===== src/rtl/vram_pkg.sv =====
// rtl/vram_pkg.sv - shared widths, grant encoding and write-entry type for the VRAM arbiter
package vram_pkg;

  localparam int VRAM_ADDR_W = 17;
  localparam int VRAM_DATA_W = 8;

  typedef enum logic [1:0] {
    GNT_IDLE,
    GNT_SCAN,
    GNT_DRAIN
  } grant_t;

  typedef struct packed {
    logic [VRAM_ADDR_W-1:0] addr;
    logic [VRAM_DATA_W-1:0] data;
  } wr_entry_t;

endpackage


===== src/rtl/vram_wr_fifo.sv =====
// rtl/vram_wr_fifo.sv - synchronous GPU write FIFO, power-of-two depth
// Pointers carry one extra MSB so full and empty are distinguishable without a counter.
module vram_wr_fifo #(
  parameter int ADDR_W = 17,
  parameter int DATA_W = 8,
  parameter int DEPTH  = 4
) (
  input  logic                      clk,
  input  logic                      resetn,
  input  logic                      push,
  input  logic [ADDR_W-1:0]         push_addr,
  input  logic [DATA_W-1:0]         push_data,
  input  logic                      pop,
  output logic [ADDR_W-1:0]         head_addr,
  output logic [DATA_W-1:0]         head_data,
  output logic                      full,
  output logic                      empty,
  output logic [$clog2(DEPTH):0]    level
);

  localparam int PTR_W = $clog2(DEPTH);

  logic [ADDR_W-1:0] addr_mem [DEPTH];
  logic [DATA_W-1:0] data_mem [DEPTH];
  logic [PTR_W:0]    wr_ptr;
  logic [PTR_W:0]    rd_ptr;
  logic              do_push;
  logic              do_pop;

  assign do_push = push && !full;
  assign do_pop  = pop && !empty;

  always_ff @(posedge clk) begin
    if (!resetn) begin
      wr_ptr <= '0;
      rd_ptr <= '0;
    end else begin
      if (do_push) wr_ptr <= wr_ptr + 1'b1;
      if (do_pop)  rd_ptr <= rd_ptr + 1'b1;
    end
  end

  // Storage needs no reset: the pointers alone decide what is valid.
  always_ff @(posedge clk) begin
    if (do_push) begin
      addr_mem[wr_ptr[PTR_W-1:0]] <= push_addr;
      data_mem[wr_ptr[PTR_W-1:0]] <= push_data;
    end
  end

  assign head_addr = addr_mem[rd_ptr[PTR_W-1:0]];
  assign head_data = data_mem[rd_ptr[PTR_W-1:0]];
  assign empty     = (wr_ptr == rd_ptr);
  assign full      = (wr_ptr[PTR_W] != rd_ptr[PTR_W]) &&
                     (wr_ptr[PTR_W-1:0] == rd_ptr[PTR_W-1:0]);
  assign level     = wr_ptr - rd_ptr;

endmodule


===== src/rtl/vram_arbiter.sv =====
// rtl/vram_arbiter.sv - VRAM port arbiter: scanout reads first, buffered GPU writes drain when free
// Optional write-stall counter built only when VRAM_ARB_STATS_EN is defined.
module vram_arbiter
  import vram_pkg::*;
#(
  parameter int ADDR_W     = VRAM_ADDR_W,
  parameter int DATA_W     = VRAM_DATA_W,
  parameter int FIFO_DEPTH = 4
) (
  input  logic                          CLK,
  input  logic                          RESETN,
  input  logic                          SCAN_REQ,
  input  logic [ADDR_W-1:0]             SCAN_ADDR,
  output logic [DATA_W-1:0]             SCAN_Q,
  output logic                          SCAN_QV,
  input  logic                          WR_VALID,
  output logic                          WR_READY,
  input  logic [ADDR_W-1:0]             WR_ADDR,
  input  logic [DATA_W-1:0]             WR_DATA,
  output logic [ADDR_W-1:0]             VRAM_ADDR,
  output logic                          VRAM_WE,
  output logic [DATA_W-1:0]             VRAM_D,
  input  logic [DATA_W-1:0]             VRAM_Q,
  output logic [$clog2(FIFO_DEPTH):0]   FIFO_LEVEL,
  output logic [15:0]                   STALL_CNT
);

  grant_t            grant;
  logic              fifo_full;
  logic              fifo_empty;
  logic              push;
  logic              pop;
  logic [ADDR_W-1:0] head_addr;
  logic [DATA_W-1:0] head_data;
  logic [1:0]        qv_pipe;

  assign WR_READY = !fifo_full && RESETN;
  assign push     = WR_VALID && WR_READY;
  assign pop      = (grant == GNT_DRAIN);

  vram_wr_fifo #(
    .ADDR_W (ADDR_W),
    .DATA_W (DATA_W),
    .DEPTH  (FIFO_DEPTH)
  ) u_fifo (
    .clk       (CLK),
    .resetn    (RESETN),
    .push      (push),
    .push_addr (WR_ADDR),
    .push_data (WR_DATA),
    .pop       (pop),
    .head_addr (head_addr),
    .head_data (head_data),
    .full      (fifo_full),
    .empty     (fifo_empty),
    .level     (FIFO_LEVEL)
  );

  // A write pushed this cycle is not visible in fifo_empty yet, so it never bypasses.
  always_comb begin
    grant = GNT_IDLE;
    if (SCAN_REQ)
      grant = GNT_SCAN;
    else if (!fifo_empty)
      grant = GNT_DRAIN;
  end

  always_ff @(posedge CLK) begin
    if (!RESETN) begin
      VRAM_ADDR <= '0;
      VRAM_WE   <= 1'b0;
      VRAM_D    <= '0;
      qv_pipe   <= 2'b00;
    end else begin
      if (grant == GNT_DRAIN) begin
        VRAM_ADDR <= head_addr;
        VRAM_D    <= head_data;
        VRAM_WE   <= 1'b1;
      end else begin
        VRAM_ADDR <= SCAN_ADDR;
        VRAM_WE   <= 1'b0;
      end
      qv_pipe <= {qv_pipe[0], (grant == GNT_SCAN)};
    end
  end

  assign SCAN_Q  = VRAM_Q;
  assign SCAN_QV = qv_pipe[1];

`ifdef VRAM_ARB_STATS_EN
  always_ff @(posedge CLK) begin
    if (!RESETN)
      STALL_CNT <= '0;
    else if (WR_VALID && !WR_READY && (STALL_CNT != 16'hFFFF))
      STALL_CNT <= STALL_CNT + 16'd1;
  end
`else
  assign STALL_CNT = '0;
`endif

endmodule

===== config.mk =====
export PLATFORM = sky130hd
export DESIGN_NAME = vram_arbiter
export DESIGN_NICKNAME = d
export VERILOG_FILES = /design/src/rtl/vram_pkg.sv /design/src/rtl/vram_wr_fifo.sv /design/src/rtl/vram_arbiter.sv
export SDC_FILE = /design/constraint.sdc
export NUM_CORES = 1
export LEC_CHECK = 0
export ABC_AREA = 1
export CORE_UTILIZATION = 56
export CTS_CLUSTER_SIZE = 24
export DETAILED_ROUTE_END_ITERATION = 16
export PLACE_DENSITY = 0.85
export SYNTH_ARGS = -nofsm -noshare
export SYNTH_HDL_FRONTEND = slang
export SYNTH_SLANG_ARGS = --single-unit

===== constraint.sdc =====
create_clock -name CLK -period 4.7 [get_ports CLK]
set_input_delay 0.705 -clock CLK [delete_from_list [all_inputs] [get_ports CLK]]
set_output_delay 0.705 -clock CLK [all_outputs]
set_load 0.05 [all_outputs]

==> out/results.tsv <==
metric	value	unit
clockBufferDepth	2	
fin_nets	656	
ys_ff_latch	136	
maxCapViolCount	0	
holdWs	0.411	ns
cts_tree	built	
power	3.32	mW
synth_area	5590	sq um
holdCritPathClass	reg -> reg	
synthToLayoutAreaGrowth	23.9	%
netlist.area_leader.share	53.7	%
grt_pass1_wl	17700	um
p_switching	0.881	mW
antenna_cells	0	
port_buffers	76	
p_per_area	479	nW/um^2
rsz0062_at_grt	false	
timing_worst_setup_path_type	reg -> out	
setup_viol	0	
clkPwrFrac	42.5	%
post-route-drc-count	0	
synth_cells	527	
cts_num_sinks	136	
insertion_delay	0.51	ns
grt_pass1_vias	3693	
gr-usage-all-layers	23.5	%
power.internal	2.44	mW
ioPinCount	109	
fin_crit	3.61	ns
setup_total_negative_slack	0	ns
tightestPinTransition	1.19	ns
p_sw_share	26.5	%
pwr-share-comb	15.6	%
hold_violations	0	
dieArea	10400	sq um
setup_slack	1.09	ns
cts_root_buf	clkbuf_8	
seqCellArea	3720	sq um
slowest_stage	clkdlybuf4s50_1	
n_fill_cell	633	
antenna_found_initial	0	
post-place-ws	1.20	ns
ys_warn_count	0	
final_util	71.2	%
p_leak	2.69	nW
viasPerCell	5.25	
crit_required	3.99	ns
end_kind	primary output	
drive_above_1_share	8.40	%
synth.distinct_cells	26	
clock-skew-final	0.00616	ns
firstDrtPassIters	5	
multi_input_area	1450	sq um
cpMostUsedCell	inv_1	
die_y	102	um
yosys.area.top_type	edfxtp_1	
instances_no_fill	740	
overflow	0	
grt_start_max_net_pins	55	
maxSlewHeadroom	20.8	%
cts_resized	0	
crit_chain	inv_1 -> ha_1 -> nand2_1 -> inv_1 -> a31oi_1 -> clkdlybuf4s50_1	
max_stage_delay	0.84	ns
design_area	6930	sq um
dieWidth	102	um
power_frac_seq	41.9	%
syn_area_per_cell	10.6	sq um
wl_per_cell	15.7	um
status	completed	
ir_drop	393	uV
final_antenna_net_count	0	
design.core.area	9730	sq um
route.vias.total	3882	
gp_congestion	0.737	
crit_path_max_fanout	20	
initialDrtViolationCount	288	
num_rows	36	
critPathLaunchType	register	
start_util	57.5	%
max_freq	277	MHz
ys_seq_area_share	66.6	%
hpwl	6150	um
clk_pin_slew	0.06	ns
place_inst	708	
cts_buffers	17	
fin_crit_sh	76.8	%
place_area	6290	sq um
cts_hold_buf	0	
cts_setup_buffers	0	
slew_viol_final	0	
wirelength	11600	um
critPathArrivalTime	2.91	ns
synth.area.top_cells	edfxtp_1, dfxtp_1, nor2_1	
htreeDepth	4	
registers in the layout, summed over array words and instances, names as in the netlist, named ones only:
name             cells
VRAM_ADDR           17
VRAM_D               8
VRAM_WE              1
qv_pipe              2
u_fifo.addr_mem     68
u_fifo.data_mem     32
u_fifo.rd_ptr        3
u_fifo.wr_ptr        3
cell usage after synthesis:
cell type / instances
nand2_4: 1
clkbuf_1: 5
a31oi_1: 1
nor2_1: 131
buf_8: 1
buf_6: 2
a21oi_1: 5
nand3_1: 7
dfxtp_1: 36
conb_1: 1
o21ai_1: 5
buf_2: 10
edfxtp_1: 100
ha_1: 7
xnor2_1: 1
buf_4: 28
nand2_1: 56
nand2_8: 1
xor2_1: 1
inv_2: 1
nand4_1: 2
fa_1: 1
o21ai_0: 70
nand2_2: 10
clkbuf_2: 2
inv_1: 42
layer usage:
layer | vias up | track usage (%) | routed length [um]
met1 | 1833 | 28.3 | 4640
met3 | 31 | 6.63 | 791
met4 | 0 | 11.9 | 299
li1 | 1822 | - | -
met2 | 196 | 38.9 | 5890
met5 | - | 0 | 0
area by class of cell:
| class | instances | share of cell area [%] |
|---|---|---|
| inverters | 43 | 2.33 |
| multi-input cells | 315 | 20.9 |
| clock buffers | 19 | 6.23 |
| well taps | 133 | 2.40 |
| repair buffers | 81 | 11.5 |
| clock inverters | 13 | 2.89 |
| flip-flops and latches | 136 | 53.8 |
final timing paths:
check	start	cells past startpoint	slack (ns)	end
hold reg to reg	qv_pipe[0]$_SDFF_PN0_	2	0.41	qv_pipe[1]$_SDFF_PN0_
setup / recovery	u_fifo.rd_ptr[1]$_SDFFE_PN0P_	6	1.09	WR_READY
setup reg to reg	register	5	1.90	VRAM_ADDR[11]$_SDFF_PN0_
hold / removal	qv_pipe[0]$_SDFF_PN0_	2	0.41	qv_pipe[1]$_SDFF_PN0_
worst max-delay path: cells and delay by family (launching register included):
family | cells | cell delay [ns]
adder cells (fa/ha/maj) | 1 | 0.32
AND/OR/NAND/NOR | 1 | 0.06
AO/OA/AOI/OAI | 1 | 0.22
buffers and inverters | 3 | 1.04
flip-flops | 1 | 0.76
placed cells by master, fill, tap and decap left out:
master	n
clkdlybuf4s50_1	76
a21oi_1	5
nand4_1	2
conb_1	16
nand3_1	7
nor2_1	127
clkbuf_16	16
clkinv_2	2
inv_1	42
nand2_1	56
edfxtp_1	100
nor2_2	4
fa_1	1
dfxtp_1	36
ha_1	7
o21ai_1	5
inv_6	1
o21ai_0	70
clkbuf_1	1
clkinvlp_4	2
a31oi_1	1
inv_2	1
clkinv_1	2
clkinv_4	1
xor2_1	1
nand2_8	1
xnor2_1	1
nand2_4	1
nand2_2	10
buf_4	5
bufinv_16	5
clkbuf_8	2
cells by family after synthesis:
group	synth area share, %
simple gates	15.1
flops	66.6
buf+inv	8.73
compound gates	7.27
fa+ha+maj	1.92
xor+xnor	0.313
other cells	0.0671
power by group through the flow:
stage	logic (mW)	registers, mW	clock network, mW
after floorplan	0.305	1.49	0
after detailed placement	0.507	1.41	0
after CTS	0.520	1.39	1.41
final	0.519	1.39	1.41
after global placement	0.495	1.41	0
after global routing	0.561	1.40	1.47
No activity file was read; power rests on OpenSTA's default activity.
==> edit 1: new RTL, same settings <==
The option `VRAM_ARB_STATS_EN` is turned on by a define.
--- a/src/rtl/vram_arbiter.sv
+++ b/src/rtl/vram_arbiter.sv
@@ -1,4 +1,6 @@
 // rtl/vram_arbiter.sv - VRAM port arbiter: scanout reads first, buffered GPU writes drain when free
 // Optional write-stall counter built only when VRAM_ARB_STATS_EN is defined.
+`define VRAM_ARB_STATS_EN
+
 module vram_arbiter
   import vram_pkg::*;
Function: changed (a bounded check fails within 10 cycles, from zero or initial values and one cycle with RESETN low).
==> edit 1 against the unedited design <==
  * Total power up 7.3%
  * Cell area up 12%
  * Register-to-register slack worse by 0.43 ns
  * Wire length up 15%
  * Sequential cell count up 16
  * Count of clock-buffer cells in the layout unchanged
  * Synthesized area up 12%
  * Die area up 12%
  * Clock power down 9.9%
  * Worst setup slack worse by 0.15 ns
  * Sequential power up 13%
  * Largest cell class unchanged
==> edit 1: results (changes against the unedited design) <==
stage,metric,value,unit,change
synthesis,ys_seq_area_share,64.7,%,was 66.6%
finish,largest_reg_flops,68,,unchanged
power_and_ir_drop,swShare,30.0,%,was 26.5%
sta,finClkSkew,0.0115,ns,was 0.00616 ns
global_routing,antenna_found_initial,0,,unchanged
drt,firstDrtPassIters,5,,unchanged
cts,cts.clk_slew.worst_paths,0.06,ns,about the same
sta,worst_slew_pin_slew,1.12,ns,was 1.19 ns
finish,fill_cells,754,,was 633
power_and_ir_drop,vdd_ir_drop_max,0.310,mV,was 0.393 mV
synthesis,syn_nets,681,,
cts,cts_max_level,4,,unchanged
synthesis,async_flop_share,0,%,unchanged
placement,preCtsSetupSlack,1.47,ns,was 1.20 ns
worst_hold_path,min_path_type,reg -> reg,,unchanged
worst_hold_path,min-delay-start,qv_pipe[0],,unchanged
drt,drtIter0Drc,333,,was 288
sta,final.setup.tns,0,ns,unchanged
placement,gp_congestion,0.838,,was 0.737
synthesis,synth_edf_count,100,,unchanged
cts,clk_latency,0.52,ns,
setup_path,startpoint,u_fifo.rd_ptr[1],,unchanged
setup_path,crit_fanout,11,,was 20
synthesis,yosysWarnings,0,,unchanged
outcome,status,"complete, no violations",,unchanged
synthesis,yosys-top-cells-count,"127 x nor2_1, 104 x nand2_1, 100 x edfxtp_1",,"was 131 x nor2_1, 100 x edfxtp_1, 70 x o21ai_0"
setup_path,crit_arrival,3.05,ns,was 2.91 ns
finish,drive_gt1_share,7.97,%,was 8.40%
placement,detailed_place_hpwl,8170,µm,was 6150 µm
cts,cts_buffer_depth,2,,unchanged
cts,cts_setup_buffers,0,,unchanged
power_and_ir_drop,p_leak,2.95,nW,was 2.69 nW
global_routing,track_usage,24.3,%,was 23.5%
drt,wl,13400,µm,was 11600 µm
synthesis,synthFlopType,edfxtp_1,,unchanged
finish,fin_nets,765,,was 656
cts,post_cts_resize_count,0,,unchanged
synthesis,synth_area_leaders,"edfxtp_1 48%, dfxtp_1 17%, nor2_1 7.6%, nand2_1 6.2%, o21ai_0 6.0%",,"was edfxtp_1 54%, dfxtp_1 13%, nor2_1 8.8%, o21ai_0 6.3%, buf_4 3.8%"
cts,cts_buffers,17,,unchanged
global_routing,grt_max_degree,36,,was 55
global_routing,grt_pass1_vias,4459,,was 3693
global_routing,grt_pass1_wl,21100,µm,was 17700 µm
finish,n_antenna_cell,0,,unchanged
drt,viasPerCell,5.45,,was 5.25
cts,cts_root_buffer,clkbuf_8,,unchanged
synthesis,synth.distinct_cells,31,,was 26
placement,numPortBuffers,92,,was 76
[edit 1: final cells by class]
cell class,count,area share [%]
timing repair buffer,98,12.4
sequential,152,52.1
clock inverter,13,1.66
tap,140,2.26
clock buffer,19,5.43
multi-input combinational,392,24.1
inverter,41,1.98
[edit 1: critical path, cell delays in order, from the launching register on]
cell,delay [ns]
dfxtp_1,0.56
clkinv_1,0.37
ha_1,0.38
nand2_1,0.13
inv_1,0.09
nand2_4,0.08
nand2_4,0.06
inv_1,0.06
clkdlybuf4s50_1,0.79
[edit 1: layer usage]
metal | track usage [%] | wire (µm) | vias up
li1 | - | - | 2215
met1 | 29.6 | 5580 | 2250
met2 | 41.3 | 6790 | 167
met3 | 5.87 | 812 | 25
met4 | 10.2 | 232 | 0
met5 | 0 | 0 | -
[edit 1: cell families (layout without fill, tap and decap cells)]
family | Yosys count | in the layout | share of synthesized area (%)
compound gates | 115 | 115 | 9.55
xor+xnor | 9 | 9 | 1.26
fa+ha+maj | 9 | 9 | 1.92
simple gates | 259 | 259 | 17.0
buf+inv | 74 | 171 | 5.56
flops | 152 | 152 | 64.7
[edit 1: worst paths after layout]
check	end	slack [ns]	cells after the start
setup reg to reg	VRAM_D[4]	1.47	7
hold reg to reg	qv_pipe[1]	0.42	2
hold / removal	qv_pipe[1]	0.42	2
setup / recovery	WR_READY	0.94	8
[edit 1: power by group through the flow]
stage | combinational, mW | sequential, mW | clock, mW
finish | 0.724 | 1.57 | 1.27
global route | 0.786 | 1.58 | 1.34
CTS | 0.726 | 1.57 | 1.27
detailed placement | 0.716 | 1.60 | 0
global placement | 0.692 | 1.59 | 0
floorplan | 0.358 | 1.73 | 0
[edit 1: through the flow]
stage,hold slack (ns),cells,instance area (µm²),util (%)
after floorplan,0.390,618,6250,-
after global placement,0.397,823,7210,66.5
after detailed placement,0.406,823,7210,66.5
after CTS,0.421,855,7760,71.6
after global routing,0.454,855,7760,71.6
final,0.423,855,7760,71.6
==> edit 2: new RTL, same settings <==
Made on the original files. Put a register stage on the output `FIFO_LEVEL`, without a reset. The value now appears one clock later. The other outputs are not delayed to match.
--- a/src/rtl/vram_arbiter.sv
+++ b/src/rtl/vram_arbiter.sv
@@ -25,4 +25,6 @@
   output logic [15:0]                   STALL_CNT
 );
+
+  logic [$clog2(FIFO_DEPTH):0] FIFO_LEVEL_d;
 
   grant_t            grant;
@@ -54,5 +56,5 @@
     .full      (fifo_full),
     .empty     (fifo_empty),
-    .level     (FIFO_LEVEL)
+    .level     (FIFO_LEVEL_d)
   );
 
@@ -99,3 +101,7 @@
 `endif
 
+  always_ff @(posedge CLK) begin
+    FIFO_LEVEL <= FIFO_LEVEL_d;
+  end
+
 endmodule
Check against the original RTL: not equivalent (Yosys sat finds a counterexample within 4 cycles, from zero or initial values and one cycle with RESETN low).
==> edit 2 against the unedited design <==
  * Synthesized area grew 1.1%
  * Cell area shrank 0.29%
  * Via count shrank 0.67%
  * Fmax shrank 2.6%
  * Total power shrank 4.3%
  * Worst setup slack lost 0.095 ns
  * Die area grew 1.1%
  * Core utilization shrank 0.53 points
  * Sequential cell count grew 3
  * First-iteration DRC count shrank 10%
  * Largest cell class unchanged
  * Wire length shrank 2.5%
  * Cell count grew 0.41%
  * Critical endpoint unchanged
==> edit 2: results (changes against the unedited design) <==
stage,metric,value,unit,change
outcome,status,"complete, no violations",,unchanged
setup_path,timing.rr.end,VRAM_ADDR[10],,was VRAM_ADDR[11]
synthesis,synth_fa_ha_area_share,1.90,%,was 1.92%
cts,cts.clk_slew.worst_paths,0.06,ns,about the same
synthesis,ys_seq_area_share,67.0,%,was 66.6%
drt,wl_per_cell,15.2,µm,was 15.7 µm
synthesis,synth_area_leaders,"edfxtp_1 53%, dfxtp_1 14%, nor2_1 8.7%, o21ai_0 6.2%, buf_4 3.7%",,"was edfxtp_1 54%, dfxtp_1 13%, nor2_1 8.8%, o21ai_0 6.3%, buf_4 3.8%"
synthesis,synthFlopType,edfxtp_1,,unchanged
setup_path,crit_arrival,3.00,ns,was 2.91 ns
setup_path,r2r_cells,5,,unchanged
drt,top_layer,met4,,unchanged
global_routing,grt_pass1_wl,17600,µm,was 17700 µm
drt,firstDrtPassIters,7,,was 5
placement,detailed_place_hpwl,6280,µm,was 6150 µm
cts,clk_latency,0.53,ns,was 0.51 ns
placement,numPortBuffers,76,,unchanged
sta,period_share,78.9,%,was 76.8%
synthesis,synth-compound-area-share,7.20,%,was 7.27%
drt,met2_length,5940,µm,was 5890 µm
finish,fill_cells,671,,was 633
cts,post_cts_resize_count,0,,unchanged
power_and_ir_drop,pg_clk,1.24,mW,was 1.41 mW
finish,fin_nets,659,,was 656
global_routing,grt_max_degree,55,,unchanged
drt,wl,11300,µm,was 11600 µm
finish,drive_gt1_share,8.69,%,was 8.40%
power_and_ir_drop,p_leak,2.67,nW,was 2.69 nW
synthesis,synth.distinct_cells,26,,unchanged
sta,finClkSkew,0.00788,ns,was 0.00616 ns
placement,placed_cells,711,,was 708
drt,drtIter0Drc,259,,was 288
drt,viasPerCell,5.19,,was 5.25
global_routing,grt_pass1_vias,3811,,was 3693
placement,gp_congestion,0.747,,was 0.737
power_and_ir_drop,internal-power,2.25,mW,was 2.44 mW
worst_hold_path,min_path_type,reg -> reg,,unchanged
setup_path,crit_fanout,20,,unchanged
placement,preCtsSetupSlack,1.15,ns,was 1.20 ns
drt,wl_met3,809,µm,was 791 µm
global_routing,track_usage,23.4,%,was 23.5%
finish,n_antenna_cell,0,,unchanged
sta,slew_headroom,21.3,%,was 20.8%
setup_path,critPathMaxStageDelay,0.85,ns,
cts,cts_root_buffer,clkbuf_8,,unchanged
setup_path,timing.critical_path.slowest_stage_cell,clkdlybuf4s50_1,,unchanged
power_and_ir_drop,vdd_ir_drop_max,0.287,mV,was 0.393 mV
synthesis,synth-xor-area-share,0.310,%,was 0.313%
synthesis,synth_cells,530,,was 527
sta,fin_hold_ws,0.447,ns,was 0.411 ns
synthesis,async_flop_share,0,%,unchanged
drt,wl_met1,4390,µm,was 4640 µm
==> edit 2: area by class of cell <==
class / instances / area share [%]
inverter: 43 / 2.34
sequential: 139 / 54.8
timing repair buffer: 81 / 11.6
clock inverter: 15 / 1.99
multi-input combinational: 315 / 20.9
tap: 133 / 2.41
clock buffer: 17 / 6.00
==> edit 2: critical path: cells and delay by family, from the launching register on <==
kind	cells	cell delay (ns)
fa+ha+maj	1	0.31
buf+inv	3	1.04
simple gates	1	0.06
flops	1	0.81
compound gates	1	0.25
==> edit 2: routing by layer <==
metal  GRT usage [%]  vias up
met5               0        -
met4            13.4        0
met3            7.39       21
met2            39.5      177
met1            26.1     1823
li1                -     1835
==> edit 2: through the flow <==
stage	area [µm²]	total power, mW
2_1_floorplan	5710	1.83
3_3_place_gp	6350	1.94
3_5_place_dp	6350	1.96
4_1_cts	6910	3.19
5_1_grt	6910	3.30
6_report	6910	3.18
